**config.mk**
```make
export PLATFORM = sky130hd
export DESIGN_NAME = data_memory_v2
export DESIGN_NICKNAME = d
export VERILOG_FILES = /design/src/rtl/data_memory_v2.sv
export SDC_FILE = /design/constraint.sdc
export NUM_CORES = 2
export LEC_CHECK = 0
export ABC_CLOCK_PERIOD_IN_PS = 5330
export BUFFER_PORTS_ARGS = -buffer_cell sky130_fd_sc_hd__buf_2
export CAP_MARGIN = 0
export CORE_MARGIN = 2
export CORE_UTILIZATION = 57
export DETAILED_ROUTE_END_ITERATION = 7
export GPL_ROUTABILITY_DRIVEN = 0
export HOLD_SLACK_MARGIN = 0.05
export PLACE_DENSITY = 0.76
export RECOVER_POWER = 100
export SYNTH_ARGS = -nofsm -noshare
export SYNTH_HDL_FRONTEND = slang
export SYNTH_SLANG_ARGS = --single-unit
```
**constraint.sdc**
```tcl
create_clock -name CLK -period 5.33 [get_ports CLK]
set_input_delay 1.066 -clock CLK [delete_from_list [all_inputs] [get_ports CLK]]
set_output_delay 1.066 -clock CLK [all_outputs]
set_load 0.01 [all_outputs]
```
**src/rtl/data_memory_v2.sv**
```systemverilog
// data_memory_v2: single-port data RAM with registered read, write-first collisions,
// out-of-range detection and a post-reset clear sequencer.
module data_memory_v2 #(
    parameter int DATA_W         = 8,
    parameter int ADDR_W         = 8,
    parameter int DEPTH          = 256,
    parameter bit CLEAR_ON_RESET = 1'b1
) (
    input  logic              CLK,
    input  logic              ResetN,
    input  logic              MemRead,
    input  logic              MemWrite,
    input  logic [ADDR_W-1:0] DataAddress,
    input  logic [DATA_W-1:0] DataMemIn,
    output logic [DATA_W-1:0] DataMemOut,
    output logic              ReadValid,
    output logic              AddrError,
    output logic              Ready
);
    typedef enum logic {CLEAR, IDLE} stateType;

    // one extra bit so DEPTH = 2**ADDR_W is representable
    localparam logic [ADDR_W:0] depthLim = (ADDR_W+1)'(DEPTH);
    localparam logic [ADDR_W:0] lastIdx  = (ADDR_W+1)'(DEPTH - 1);

    stateType          state;
    logic [ADDR_W:0]   clearCount;
    logic [DATA_W-1:0] mem [DEPTH];

    logic              clearing;
    logic              inRange;
    logic              doRead;
    logic              doWrite;
    logic              memWe;
    logic [ADDR_W-1:0] wrIndex;
    logic [DATA_W-1:0] wrData;

    assign clearing = state == CLEAR;
    assign inRange  = {1'b0, DataAddress} < depthLim;
    assign doRead   = !clearing && MemRead && inRange;
    assign doWrite  = !clearing && MemWrite && inRange;
    assign memWe    = clearing || doWrite;
    assign wrIndex  = clearing ? clearCount[ADDR_W-1:0] : DataAddress;
    assign wrData   = clearing ? '0 : DataMemIn;

    always_ff @(posedge CLK)
        if (ResetN && memWe) mem[wrIndex] <= wrData;

    always_ff @(posedge CLK or negedge ResetN) begin
        if (!ResetN) begin
            state      <= CLEAR_ON_RESET ? CLEAR : IDLE;
            clearCount <= '0;
            DataMemOut <= '0;
            ReadValid  <= 1'b0;
            AddrError  <= 1'b0;
            Ready      <= !CLEAR_ON_RESET;
        end else begin
            ReadValid <= doRead;
            AddrError <= !clearing && (MemRead || MemWrite) && !inRange;
            // a read paired with a write returns the incoming data
            if (doRead) DataMemOut <= MemWrite ? DataMemIn : mem[DataAddress];
            if (clearing) begin
                clearCount <= clearCount + 1'b1;
                if (clearCount == lastIdx) begin
                    state <= IDLE;
                    Ready <= 1'b1;
                end
            end
        end
    end
endmodule

```
==> results.toml <==
[power]
seq_power_share_pct = 53.5
swShare_pct = 20.41
max-vdd-ir-drop_v = 0.0003557
finalPower_uw = 32860
p_clk_share_pct = 43.1
powerDensity_nw_per_um2 = 366.9
combPwrFrac_pct = 3.3
switching_power_uw = 6705
intPower_uw = 26150
power_leakage_uw = 0.02771

[timing]
finClkSkew_ns = 0.05118
setup_viol_count_final = 0
max_slew.worst_pin.slew_ns = 2.307
hold_viol_final = 0
tns_ns = 0
drv_slew = 799
rsz0062_at_grt = "false"
period_needed_ns = 4.569
clock.fmax_mhz = 218.9
slew_headroom_pct = -53.80
fin_crit_sh_pct = 85.72

[setup_path]
critPathLaunchType = "flop"
endpoint_kind = "flop"
cp.required_ns = 5.83
worstPathMaxFanout = 24
path_cells = "clkbuf_1 > o21ai_0 > nand3_1 > clkbuf_1 > buf_4 > nor2_1 > clkbuf_1"
crit_type = "reg2reg"
crit_top_cell = "clkbuf_1"
crit_family = "buffers and inverters"
worst-path-buf-inv = 4
slowest_delay_ns = 0.86
cpMaxStageDelayCell = "clkbuf_1"
arrival_ns = 5.07

[synthesis]
yosysUniqueCellTypes = 55
synth_fp_nets = 3775
avgSynthCellArea_um2 = 21.41
yosys-top-cells-area = "edfxtp_1 (77%), mux4_2 (14%), nor2_1 (1.5%)"
syn_inst = 3753
synth-seq-cells = 2068
yosysTopAreaCell = "edfxtp_1"
ys.flop_type = "edfxtp_1"
yosys_warnings = 0
async_reset_ff_share_pct = 0.9671
seq_area_frac_synth_pct = 77.17
syn_area_um2 = 80340
synth-edff-count = 2048
yosysTopAreaCellShare_pct = 76.55

[finish]
most-common-layout-cells = "edfxtp_1 (2048), mux4_2 (496), nor2_1 (311)"
num-nets-final = 4048
mostFrequentLayoutCell = "edfxtp_1"
utilization_pct = 64.10
area.growth.synth_to_final_pct = 11.46
multiInputGateArea_um2 = 16890
final.fill_count = 8929
diodes = 0
drive_above_1_share_pct = 21.93
seq_area_um2 = 62000
layout.cells.non_filler = 6063
final_area_um2 = 89550

[clock_network]
cts_buffer_depth = 3
h-tree-depth = 4
cts_tree = "done"
path_clk_slew_ns = 0.07
clock_latency_ns = 0.85
cts.repair.resized = 0
cts_hold_buf = 0
cts_buffers = 196
post_cts_buffers = 0
cts.sinks = 2068
clock-root-buffer = "clkbuf_16"

[detailed_routing]
drt_iter0_markers = 5478
wl_per_cell_um = 31.35
dr_total_vias = 39917
wirelength_um = 190100
drc_errors = 0
drtPass1Iterations = 6
drtAntennaViolNets = 0
via_per_inst = 6.584

[floorplanning]
die_area_um2 = 144000
rows = 137
core_area_um2 = 139700
io-pin-count = 31
initial_core_util_pct = 57.51
floorplan.die.height_um = 379.4
die_w_um = 379.4

[global_routing]
grt_usage_pct = 26.99
grt_pass1_vias = 40253
antenna_found_initial = 8
overflow = 0
grt_pass1_wl_um = 277400
grt_max_degree = 257

[place]
dp_hpwl_um = 111800
port_buffers = 29
dp.cells = 5704
place_area_um2 = 83730

[outcome]
violations = "max-capacitance violations, max-slew violations"
outcome = "complete, but fails checks"

[worst_hold_path]
hold_path.class = "reg2reg"

[job]
drv_cap = 8
==> cells in the mapped netlist, types with 16 or more instances <==
cell type,number
nor3_1,25
mux4_2,496
buf_2,61
o22ai_1,119
a211oi_1,16
nand2_1,68
buf_6,23
nand3_1,40
buf_4,29
nor2_1,311
o221ai_1,31
a22oi_1,50
a21oi_1,17
mux2i_1,97
edfxtp_1,2048
dfrtp_1,20
clkbuf_1,85
o21ai_0,37
==> stage by stage <==
step                      hold slack, ns  setup slack, ns
after floorplan                   0.4901           0.1510
after global placement            0.5066           0.8428
after detailed placement          0.5482           0.8522
after CTS                         0.2944            1.688
after global routing              0.5756           0.7719
final                             0.5575           0.7612
==> power groups by stage <==
| stage | combinational, uW | sequential [uW] | clock [uW] |
|---|---|---|---|
| after detailed placement | 1080 | 17900 | 0 |
| final | 1100 | 17600 | 14200 |
| after CTS | 1100 | 17600 | 14300 |
| after floorplan | 797 | 17900 | 0 |
| after global routing | 1150 | 17600 | 14900 |
| after global placement | 1080 | 17900 | 0 |
==> registers in the layout (all words and copies together) (netlist names) <==
name / count
DataMemOut: 8
ReadValid: 1
Ready: 1
clearCount: 9
mem: 2048
state: 1
==> path summary, 6_finish.rpt <==
| kind | cells past startpoint | to | from | slack, ns |
|---|---|---|---|---|
| min reg2reg | 2 | clearCount[8] | clearCount[8] | 0.56 |
| min in group asynchronous | 2 | clearCount[6] | ResetN | 0.78 |
| max in group asynchronous | 2 | DataMemOut[4] | ResetN | 3.85 |
| max reg2reg | 7 | mem[253][4] | state | 0.76 |
| max | 7 | mem[253][4] | state | 0.76 |
| min | 2 | clearCount[8] | clearCount[8] | 0.56 |
==> routing by layer <==
metal  global-route usage [%]  vias up  part of all wire (%)
met5                   0.2401        -                  0.11
met4                    10.34       17                   3.9
met3                    6.549      400                    11
met2                    42.63     2499                    48
met1                    36.91    20753                    36
li1                         -    16248                     -
==> worst register-to-register path: cells and delay by family (launching register included) <==
family / cells / cell delay (ns)
simple gates: 2 / 0.54
buf+inv: 4 / 2.38
flops: 1 / 0.67
compound gates: 1 / 0.62
==> logic make-up after synthesis <==
group	share of synthesized area, %
compound gates	2.978
xor+xnor	0.07631
fa+ha+maj	0.03114
buf+inv	1.831
flops	77.17
mux	15.13
other cells	0.004668
simple gates	2.781
==> area by class of cell <==
| class | count | area share [%] |
|---|---|---|
| flip-flops and latches | 2068 | 69.24 |
| multi-input cells | 1456 | 18.86 |
| clock buffers | 229 | 5.639 |
| well taps | 1876 | 2.621 |
| repair buffers | 300 | 1.928 |
| clock inverters | 130 | 1.698 |
| inverters | 4 | 0.01677 |
No activity file was read; power rests on OpenSTA's default activity.
